**src/rtl/data_memory_port_if.sv**
```systemverilog
// Request/response bundle between the core's load/store unit (master)
// and the data memory port (slave).
interface data_memory_port_if #(
  parameter int ADDR_WIDTH = 8,
  parameter int DATA_WIDTH = 4
);
  logic                  req_valid;
  logic                  req_ready;
  logic                  req_write;
  logic [ADDR_WIDTH-1:0] req_addr;
  logic [DATA_WIDTH-1:0] req_wdata;
  logic                  rsp_valid;
  logic                  rsp_ready;
  logic [DATA_WIDTH-1:0] rsp_data;

  modport master (
    output req_valid, req_write, req_addr, req_wdata, rsp_ready,
    input  req_ready, rsp_valid, rsp_data
  );

  modport slave (
    input  req_valid, req_write, req_addr, req_wdata, rsp_ready,
    output req_ready, rsp_valid, rsp_data
  );
endinterface

```
**src/rtl/data_memory_port.sv**
```systemverilog
// Single-outstanding data RAM port for the HC4 core: zero-latency writes, registered
// reads with a backpressured response. Define HC4_MEM_CLEAR_EN to zero the RAM after reset.
module data_memory_port #(
  parameter int ADDR_WIDTH = 8,
  parameter int DATA_WIDTH = 4
) (
  input logic               clk,
  input logic               rst,
  data_memory_port_if.slave bus
);
  localparam int DEPTH = 2 ** ADDR_WIDTH;

`ifdef HC4_MEM_CLEAR_EN
  typedef enum logic [1:0] {IDLE, RESP, CLEAR} state_t;
`else
  typedef enum logic [0:0] {IDLE, RESP} state_t;
`endif

  logic [DATA_WIDTH-1:0] mem [DEPTH];

  state_t                state_reg;
  logic                  req_ready_reg;
  logic                  rsp_valid_reg;
  logic [DATA_WIDTH-1:0] rsp_data_reg;

  logic                  accept;
  logic                  accept_write;
  logic                  accept_read;
  logic                  mem_we;
  logic [ADDR_WIDTH-1:0] mem_waddr;
  logic [DATA_WIDTH-1:0] mem_wdata;

`ifdef HC4_MEM_CLEAR_EN
  logic [ADDR_WIDTH-1:0] clear_cnt_reg;
`endif

  // req_ready_reg is only high in IDLE, so it doubles as the state qualifier.
  assign accept       = bus.req_valid & req_ready_reg & ~rst;
  assign accept_write = accept & bus.req_write;
  assign accept_read  = accept & ~bus.req_write;

  always_comb begin
    mem_we    = accept_write;
    mem_waddr = bus.req_addr;
    mem_wdata = bus.req_wdata;
`ifdef HC4_MEM_CLEAR_EN
    if (state_reg == CLEAR && !rst) begin
      mem_we    = 1'b1;
      mem_waddr = clear_cnt_reg;
      mem_wdata = '0;
    end
`endif
  end

  always_ff @(posedge clk) begin
    if (mem_we) begin
      mem[mem_waddr] <= mem_wdata;
    end
  end

  // Read register keeps the last value after the response is consumed.
  always_ff @(posedge clk) begin
    if (rst) begin
      rsp_data_reg <= '0;
    end else if (accept_read) begin
      rsp_data_reg <= mem[bus.req_addr];
    end
  end

  always_ff @(posedge clk) begin
    if (rst) begin
`ifdef HC4_MEM_CLEAR_EN
      state_reg     <= CLEAR;
      req_ready_reg <= 1'b0;
      clear_cnt_reg <= '0;
`else
      state_reg     <= IDLE;
      req_ready_reg <= 1'b1;
`endif
      rsp_valid_reg <= 1'b0;
    end else begin
      case (state_reg)
        IDLE: begin
          if (accept_read) begin
            state_reg     <= RESP;
            req_ready_reg <= 1'b0;
            rsp_valid_reg <= 1'b1;
          end
        end
        RESP: begin
          if (bus.rsp_ready) begin
            state_reg     <= IDLE;
            req_ready_reg <= 1'b1;
            rsp_valid_reg <= 1'b0;
          end
        end
`ifdef HC4_MEM_CLEAR_EN
        CLEAR: begin
          clear_cnt_reg <= clear_cnt_reg + ADDR_WIDTH'(1);
          if (clear_cnt_reg == {ADDR_WIDTH{1'b1}}) begin
            state_reg     <= IDLE;
            req_ready_reg <= 1'b1;
          end
        end
`endif
        default: begin
          state_reg     <= IDLE;
          req_ready_reg <= 1'b1;
          rsp_valid_reg <= 1'b0;
        end
      endcase
    end
  end

  assign bus.req_ready = req_ready_reg;
  assign bus.rsp_valid = rsp_valid_reg;
  assign bus.rsp_data  = rsp_data_reg;
endmodule

```
**src/flat_wrapper.sv**
```systemverilog
// flat-port wrapper written by rule: the top's interface ports become plain ports
module data_memory_port_flat 
#(
  parameter int ADDR_WIDTH = 8,
  parameter int DATA_WIDTH = 4
)
  (clk, rst, bus_req_valid, bus_req_write, bus_req_addr, bus_req_wdata, bus_rsp_ready, bus_req_ready, bus_rsp_valid, bus_rsp_data);
  data_memory_port_if #(.ADDR_WIDTH(ADDR_WIDTH), .DATA_WIDTH(DATA_WIDTH)) bus_i ();
  input logic clk;
  input logic rst;
  input wire logic [$bits(bus_i.req_valid)-1:0] bus_req_valid;
  input wire logic [$bits(bus_i.req_write)-1:0] bus_req_write;
  input wire logic [$bits(bus_i.req_addr)-1:0] bus_req_addr;
  input wire logic [$bits(bus_i.req_wdata)-1:0] bus_req_wdata;
  input wire logic [$bits(bus_i.rsp_ready)-1:0] bus_rsp_ready;
  output wire logic [$bits(bus_i.req_ready)-1:0] bus_req_ready;
  output wire logic [$bits(bus_i.rsp_valid)-1:0] bus_rsp_valid;
  output wire logic [$bits(bus_i.rsp_data)-1:0] bus_rsp_data;
  assign bus_i.req_valid = bus_req_valid;
  assign bus_i.req_write = bus_req_write;
  assign bus_i.req_addr = bus_req_addr;
  assign bus_i.req_wdata = bus_req_wdata;
  assign bus_i.rsp_ready = bus_rsp_ready;
  assign bus_req_ready = bus_i.req_ready;
  assign bus_rsp_valid = bus_i.rsp_valid;
  assign bus_rsp_data = bus_i.rsp_data;
  data_memory_port #(.ADDR_WIDTH(ADDR_WIDTH), .DATA_WIDTH(DATA_WIDTH)) u_core (.clk(clk), .rst(rst), .bus(bus_i));
endmodule
```
**config.mk**
```make
export PLATFORM = sky130hd
export DESIGN_NAME = data_memory_port_flat
export DESIGN_NICKNAME = d
export VERILOG_FILES = /design/src/rtl/data_memory_port_if.sv /design/src/rtl/data_memory_port.sv /design/src/flat_wrapper.sv
export SDC_FILE = /design/constraint.sdc
export NUM_CORES = 1
export LEC_CHECK = 0
export CAP_MARGIN = 20
export CORE_MARGIN = 2
export CORE_UTILIZATION = 40
export CTS_CLUSTER_DIAMETER = 50
export DETAILED_ROUTE_END_ITERATION = 8
export PLACE_DENSITY = 0.6
export SLEW_MARGIN = 20
export SYNTH_ARGS = -nofsm -noshare
export SYNTH_HDL_FRONTEND = slang
export SYNTH_SLANG_ARGS = --single-unit
```
**constraint.sdc**
```tcl
create_clock -name clk -period 8.6 [get_ports clk]
set_clock_uncertainty 0.1 [all_clocks]
set_input_delay 1.72 -clock clk [delete_from_list [all_inputs] [get_ports clk]]
set_output_delay 1.72 -clock clk [all_outputs]
set_load 0.02 [all_outputs]
```
Yosys cells after proc, flatten, opt, wreduce, memory -nomap -nowiden
Memory sizes are Yosys's and may differ from the RTL's. A register that Yosys moved wholly into a read port is not among the register bits.
Cells that the tools add are included.

storage, ports and cells
  word-level logic and storage cells = 25
  bits of input ports = 17
  RAM bits = 1024
  bits in registers = 3
  memories kept = 1
  output and inout port bits = 6

memories
  name        words  width  rd ports  clocked after Yosys merged registers in  wr ports  RTL line                RTL
  u_core.mem  256    4      1         1                                        1         data_memory_port.sv:19  logic [DATA_WIDTH-1:0] mem [DEPTH];

operators by class
  bitwise logic cells = 7
  eq/ne operators = 2
  reduce and logical (&&, ||, !) cells = 1
  muxes and demuxes = 11

operators with widths
  operator            number
  $mux 1              8
  $pmux 1 s2          3
  $and 1x1->1         4
  $not 1->1           3
  $ne 2x1->1 const B  1
  $ne 2x2->1 const B  1
  $reduce_and 2->1    1

Depth between registers and ports, before layout
Gate-level depths: netlist of the first run.

  depth in word-level cells = 5
  depth in mapped cells = 11
  mapped depth without buffers = 7

Worst setup path after synthesis of the first run
Ideal clock, no wire load.

  path kind = input to register
  start = input bus_req_addr[1]
  end = memory u_core.mem[221][0], enable pin
  setup time = 330 ps
  setup slack = 4662 ps
  stages on the path = 9
  arrival time = 3508 ps
  buffers on the path = 6
  data required time = 8170 ps
  cells stage by stage = buf_4 > buf_8 > buf_6 > buf_2 > buf_2 > nor3_1 > nand3_1 > buf_2 > nor2_1

RTL lines
  element      RTL line                RTL
  from (decl)  flat_wrapper.sv:13      input wire logic [$bits(bus_i.req_addr)-1:0] bus_req_addr;
  to (decl)    data_memory_port.sv:19

No word-level cell before the write port.

==> insert_results.sql, run 1 <==
INSERT INTO impl_metrics (metric_group, metric, value, unit) VALUES
('finish', 'finish.utilization', '0.4561', ''),
('yosys', 'synthesis.area_per_instance', '19.84', 'µm²'),
('finish', 'antennaDiodeCount', '0', ''),
('clock_tree', 'number_of_buffers_inserted_during_clock_tree_synthesis', '114', ''),
('place', 'post_dp_cell_area', '42630', 'µm²'),
('finish', 'design.final.nets', '2136', ''),
('sta', 'finalWorstSetupSlack', '3.939', 'ns'),
('global_routing', 'number_of_antenna_violations_at_the_first_check_in_global_routing', '3', ''),
('global_routing', 'grt_pass1_wl', '149200', 'µm'),
('route', 'dr.first_iter.drc_count', '3095', ''),
('finish', 'area_growth_syn_to_layout', '12.99', '%'),
('yosys', 'synth_common_cells', 'edfxtp_1, nor2_1, mux4_2', ''),
('yosys', 'yosys.cell_types.count', '59', ''),
('clock_tree', 'cts.path.max_buffers', '3', ''),
('sta', 'final_hold_viol_count', '0', ''),
('power_and_ir_drop', 'irDropWorstVdd', '0.1314', 'mV'),
('global_routing', 'grt-ovfl-total', '0', ''),
('sta', 'tightest_slew', '1.073', 'ns'),
('clock_tree', 'clk_pin_slew', '0.06', 'ns'),
('yosys', 'synth_most_common_cell', 'edfxtp_1', ''),
('setup_path', 'cp_data_required_time', '9.04', 'ns'),
('setup_path', 'end_kind', 'flip-flop', ''),
('clock_tree', 'cts-resized-gates', '0', ''),
('floorplan', 'die_y', '324.7', 'µm'),
('place', 'placement.io_buffers', '22', ''),
('yosys', 'async_reset_ff_frac', '0', ''),
('clock_tree', 'numClockSinks', '1031', ''),
('sta', 'layout_worst_path_cycle_share', '0.5419', ''),
('sta', 'count_of_pins_over_their_slew_limit', '0', ''),
('global_routing', 'pin_count_of_the_biggest_net_entering_global_routing', '123', ''),
('setup_path', 'crit_path_end', 'u_core.bus.rsp_data[0]', ''),
('power_and_ir_drop', 'cellPowerDensity', '235.8', 'nW/µm²'),
('global_routing', 'track_usage', '0.1940', ''),
('yosys', 'yosys_warnings', '0', ''),
('yosys', 'synth_top_cells_by_area', 'edfxtp_1, mux4_2, nor2_1, mux2i_1, mux4_1', ''),
('yosys', 'ys_ff_latch', '1031', ''),
('global_routing', 'grt-busiest-layer', 'met2', ''),
('route', 'avgRoutedWirePerCell', '28.69', 'µm'),
('yosys', 'postSynthNetCount', '2090', ''),
('route', 'totalWireLength', '102700', 'µm'),
('floorplan', 'die-area', '105400', 'µm²'),
('place', 'detailed_place_hpwl', '60640', 'µm'),
('global_routing', 'grtUsageMet2', '0.2921', ''),
('sta', 'fin_setup_tns', '0', 'ns'),
('floorplan', 'initial_core_util', '0.4037', ''),
('clock_tree', 'cts_tree', 'built', ''),
('place', 'gp_congestion', '0.8532', ''),
('clock_tree', 'clock_latency', '0.66', 'ns'),
('setup_path', 'ff2ff_setup_slack', '5.32', 'ns'),
('place', 'pre_cts_slack', '3.370', 'ns'),
('clock_tree', 'cts_hold_buf', '0', ''),
('sta', 'relSlewSlack', '0.2845', ''),
('job', 'cap_violations', '0', ''),
('floorplan', 'core', '101900', 'µm²'),
('global_routing', 'number_of_global_route_vias_before_repair', '20963', ''),
('yosys', 'synth-main-ff-cell', 'edfxtp_1', ''),
('clock_tree', 'cts_max_level', '3', ''),
('global_routing', 'grtUsageMet3', '0.04494', ''),
('route', 'vias', '20711', ''),
('sta', 'fmax', '214.6', 'MHz'),
('status', 'status', 'completed', ''),
('yosys', 'syn-instance-count', '2073', ''),
('global_routing', 'gr-usage-met1', '0.2820', ''),
('power_and_ir_drop', 'power_leakage', '14.28', 'nW'),
('setup_path', 'critical_path.startpoint', 'bus_req_addr[1]', ''),
('floorplan', 'core.rowCount', '117', ''),
('floorplan', 'die_width', '324.7', 'µm'),
('setup_path', 'timing.reg2reg.worst_path_depth', '7', ''),
('min_path', 'hold_path_class', 'reg2reg', ''),
('clock_tree', 'cts_root_buf', 'clkbuf_16', ''),
('finish', 'finalInstanceArea', '46470', 'µm²');
==> worst min path at each step <==
stage                         startpoint                   end  slack, ns  cells past startpoint
floorplan               u_core.state_reg      u_core.state_reg       0.40                      2
global placement    u_core.bus.rsp_valid  u_core.bus.rsp_valid       0.38                      2
detailed placement  u_core.bus.rsp_valid  u_core.bus.rsp_valid       0.39                      2
CTS                 u_core.bus.rsp_valid  u_core.bus.rsp_valid       0.42                      2
global route        u_core.bus.rsp_valid  u_core.bus.rsp_valid       0.44                      2
finish              u_core.bus.rsp_valid  u_core.bus.rsp_valid       0.43                      2
==> logic make-up (layout without fill, tap and decap cells) <==
kind of cell,after synthesis,in the layout,share of synthesized area
buf+inv,137,277,0.02002
mux,339,339,0.1606
compound gates,135,135,0.02275
flops,1031,1031,0.7510
simple gates,431,431,0.04566
==> layout by cell type, fill, tap and decap left out, types with 19 or more instances in the layout <==
master,count
nand3_1,31
mux4_2,219
clkbuf_1,19
a22oi_1,33
clkbuf_16,115
mux4_1,28
clkinv_1,20
nand2_1,37
mux2i_1,80
edfxtp_1,1024
nor2_1,273
a21oi_1,26
buf_4,35
nor2b_1,24
==> power breakdown <==
group / internal (W) / total (W) / switching (W)
clock network: 0.00295 / 0.00493 / 0.00199
registers: 0.00553 / 0.00553 / 0.00000603
logic: 0.000168 / 0.000488 / 0.000320
==> metal layers <==
layer,vias up,wire length (µm)
met5,-,27
met1,10844,42820
met4,4,2849
met3,170,10020
met2,1094,47020
li1,8599,-
==> area by class of cell <==
cell class | instances | area, µm²
clock buffers | 134 | 2949
clock inverters | 76 | 892.1
fillers | 8568 | 55420
inverters | 7 | 26.28
multi-input cells | 905 | 9449
flip-flops and latches | 1031 | 30890
well taps | 1368 | 1712
repair buffers | 60 | 554.3
==> critical path: stages <==
cell and delay (ns):
buf_8 0.60, buf_4 0.74, mux4_2 0.60, mux2i_1 0.33, o22ai_1 0.14, nor3_1 0.40, o311ai_1 0.19, nand2_1 0.15
o22ai_1 0.11
==> metrics by stage <==
| stage | instances | hold slack (ns) | power (W) |
|---|---|---|---|
| 6_report | 3581 | 0.4265 | 0.01096 |
| 3_5_place_dp | 3371 | 0.3949 | 0.006128 |
| 5_1_grt | 3581 | 0.4406 | 0.01125 |
| 2_1_floorplan | 2073 | 0.4014 | 0.005917 |
| 4_1_cts | 3581 | 0.4233 | 0.01102 |
| 3_3_place_gp | 3371 | 0.3809 | 0.006121 |
Power figures use the tool's default switching activity.
==> inputs of run 2 (changes only) <==
PLACE_DENSITY = 0.62   (was 0.6)
clock period = 4.27 ns   (was 8.6 ns; I/O delays follow)
==> insert_results.sql, run 2 (same netlist as run 1, synthesis figures left out) <==
INSERT INTO impl_metrics (metric_group, metric, value, unit) VALUES
('status', 'status', 'completed', ''),
('min_path', 'hold_path_startpoint', 'u_core.bus.rsp_valid', ''),
('clock_tree', 'numClockSinks', '1031', ''),
('sta', 'layout_worst_path_cycle_share', '0.7608', ''),
('floorplan', 'initial_core_util', '0.4037', ''),
('route', 'dr.pass1.iters', '8', ''),
('sta', 'fin_setup_tns', '0', 'ns'),
('clock_tree', 'cts_hold_buf', '0', ''),
('clock_tree', 'clk_pin_slew', '0.06', 'ns'),
('setup_path', 'timing.critical_path.slowest_cell_delay', '0.52', 'ns'),
('route', 'dr.first_iter.drc_count', '2579', ''),
('finish', 'antennaDiodeCount', '0', ''),
('global_routing', 'number_of_global_route_vias_before_repair', '21561', ''),
('setup_path', 'max_fanout_on_critical_path', '44', ''),
('setup_path', 'cpLargestDelayFamily', 'buffers and inverters', ''),
('power_and_ir_drop', 'cellPowerDensity', '455.9', 'nW/µm²'),
('route', 'remaining_drc_errors', '0', ''),
('finish', 'max_ffs_per_register', '1024', ''),
('sta', 'count_of_pins_over_their_slew_limit', '0', ''),
('floorplan', 'die_y', '324.7', 'µm'),
('setup_path', 'arrival_time_at_the_worst_endpoint', '3.69', 'ns'),
('clock_tree', 'post-cts-setup-buffers', '0', ''),
('setup_path', 'end_kind', 'flip-flop', ''),
('place', 'detailed_place_hpwl', '66070', 'µm'),
('finish', 'layout.cells.most_common', 'edfxtp_1', ''),
('sta', 'final_hold_viol_count', '0', ''),
('route', 'vias', '21136', ''),
('min_path', 'hold_path_class', 'reg2reg', ''),
('setup_path', 'path_depth', '10', ''),
('clock_tree', 'cts.path.max_buffers', '3', ''),
('sta', 'setup_viol', '0', ''),
('setup_path', 'crit_type', 'in2reg', ''),
('floorplan', 'ioPinCount', '23', ''),
('setup_path', 'worstSetupStartpointType', 'primary input', ''),
('route', 'via_per_inst', '5.789', ''),
('setup_path', 'cp_cell_sequence', 'buf_8 > buf_12 > buf_4 > mux4_2 > mux2i_1 > o22ai_1 > nand2_1 > o2111ai_1 > nor3_1 > a31oi_1', ''),
('global_routing', 'track_usage', '0.1957', ''),
('min_path', 'hold_path_depth', '2', ''),
('setup_path', 'timing.reg2reg.worst_path_depth', '7', ''),
('clock_tree', 'cts_root_buf', 'clkbuf_16', ''),
('clock_tree', 'cts_tree', 'built', ''),
('power_and_ir_drop', 'irDropWorstVdd', '0.3348', 'mV'),
('place', 'placement.io_buffers', '22', ''),
('sta', 'tightest_slew', '1.030', 'ns'),
('clock_tree', 'clock_latency', '0.68', 'ns'),
('global_routing', 'grt_pass1_wl', '150800', 'µm'),
('route', 'totalWireLength', '104200', 'µm'),
('finish', 'n_fill_cell', '8534', ''),
('route', 'drtAntennaViolNets', '0', ''),
('floorplan', 'die-area', '105400', 'µm²'),
('setup_path', 'cp_data_required_time', '4.71', 'ns'),
('sta', 'relSlewSlack', '0.3131', ''),
('global_routing', 'grt-ovfl-total', '0', ''),
('floorplan', 'die_width', '324.7', 'µm'),
('floorplan', 'core.rowCount', '117', ''),
('sta', 'fmax', '307.8', 'MHz'),
('finish', 'layout.cells.most_common_list', 'edfxtp_1, nor2_1, mux4_2', ''),
('setup_path', 'critPathBufInv', '3', ''),
('global_routing', 'number_of_antenna_violations_at_the_first_check_in_global_routing', '1', ''),
('finish', 'area_growth_syn_to_layout', '13.98', '%'),
('global_routing', 'pin_count_of_the_biggest_net_entering_global_routing', '120', ''),
('floorplan', 'core', '101900', 'µm²'),
('clock_tree', 'cts_max_level', '3', ''),
('route', 'avgRoutedWirePerCell', '28.55', 'µm'),
('sta', 'finalWorstSetupSlack', '1.021', 'ns'),
('setup_path', 'crit_slowest_cell', 'mux4_2', ''),
('sta', 'rsz0062_at_grt', 'no', ''),
('clock_tree', 'number_of_buffers_inserted_during_clock_tree_synthesis', '110', ''),
('place', 'gp_congestion', '0.8839', ''),
('power_and_ir_drop', 'power_leakage', '14.57', 'nW'),
('setup_path', 'critical_path.startpoint', 'bus_req_addr[0]', ''),
('clock_tree', 'cts-resized-gates', '0', ''),
('job', 'cap_violations', '0', ''),
('setup_path', 'crit-reg2reg-launch', 'u_core.bus.req_ready', ''),
('sta', 'post-route-min-period', '3.249', 'ns'),
('finish', 'drive_above_1_share', '0.2273', ''),
('finish', 'design.final.nets', '2211', ''),
('place', 'pre_cts_slack', '0.3793', 'ns');
## run 2: cell count changes in the layout (fill, tap and decap cells not counted), moves of 2 or more
cell | before | now
buf_4 | 35 | 98
clkinv_1 | 20 | 28
buf_12 | 3 | 19
inv_6 | 7 | 5
clkbuf_16 | 115 | 112
clkinvlp_4 | 9 | 4
clkinv_2 | 11 | 16
bufinv_16 | 16 | 7
nand2_1 | 37 | 46
nand2_2 | 9 | 0
clkinv_4 | 7 | 2
## run 2: layout make-up
class	instances	area (µm²)	share of cell area
Clock buffer	131	2874	0.06130
Clock inverter	70	614.3	0.01310
Inverter	7	26.28	0.0005605
Multi-Input combinational cell	905	9418	0.2009
Sequential cell	1031	30890	0.6589
Tap cell	1368	1712	0.03651
Timing Repair Buffer	139	1348	0.02874
## run 2: worst paths after layout
check | end | slack, ns
worst max-delay path | u_core.bus.rsp_data[3] | 1.02
worst min-delay path | u_core.bus.rsp_valid | 0.42
worst max register to register | u_core.mem[223][2] | 1.57
worst min register to register | u_core.bus.rsp_valid | 0.42
## run 2: stage by stage
step                      hold WS [ns]  total power [W]  cell area (µm²)  instances    util
after detailed placement        0.4214          0.01241            43390       3450  0.4259
after CTS                       0.4323          0.02151            46880       3651  0.4601
final                           0.4228          0.02138            46880       3651  0.4601
after floorplan                 0.4014          0.01192            41130       2073       -
after global placement          0.3694          0.01239            43390       3450  0.4259
after global routing            0.4691          0.02195            46880       3651  0.4601
## run 2: power breakdown
group          internal, W  total [W]  switching [W]
clock              0.00524    0.00918        0.00394
sequential          0.0111     0.0111     0.00000876
combinational     0.000388    0.00106       0.000667
## run 2: worst reg2reg max path, cell delays in order, from the launching register on
cell and delay (ns):
dfxtp_1 0.35, nand2_1 0.09, nor2_1 0.12, and2_1 0.29, and3_1 0.35, nand3_1 0.31, buf_12 0.33, nor2_1 0.40
## run 2: metal layers
metal,track usage,vias to the layer above,part of all wire
li1,-,8734,-
met1,0.2662,11182,0.40
met2,0.3083,1016,0.47
met3,0.05099,202,0.091
met4,0.06421,2,0.033
met5,0,-,0.00011
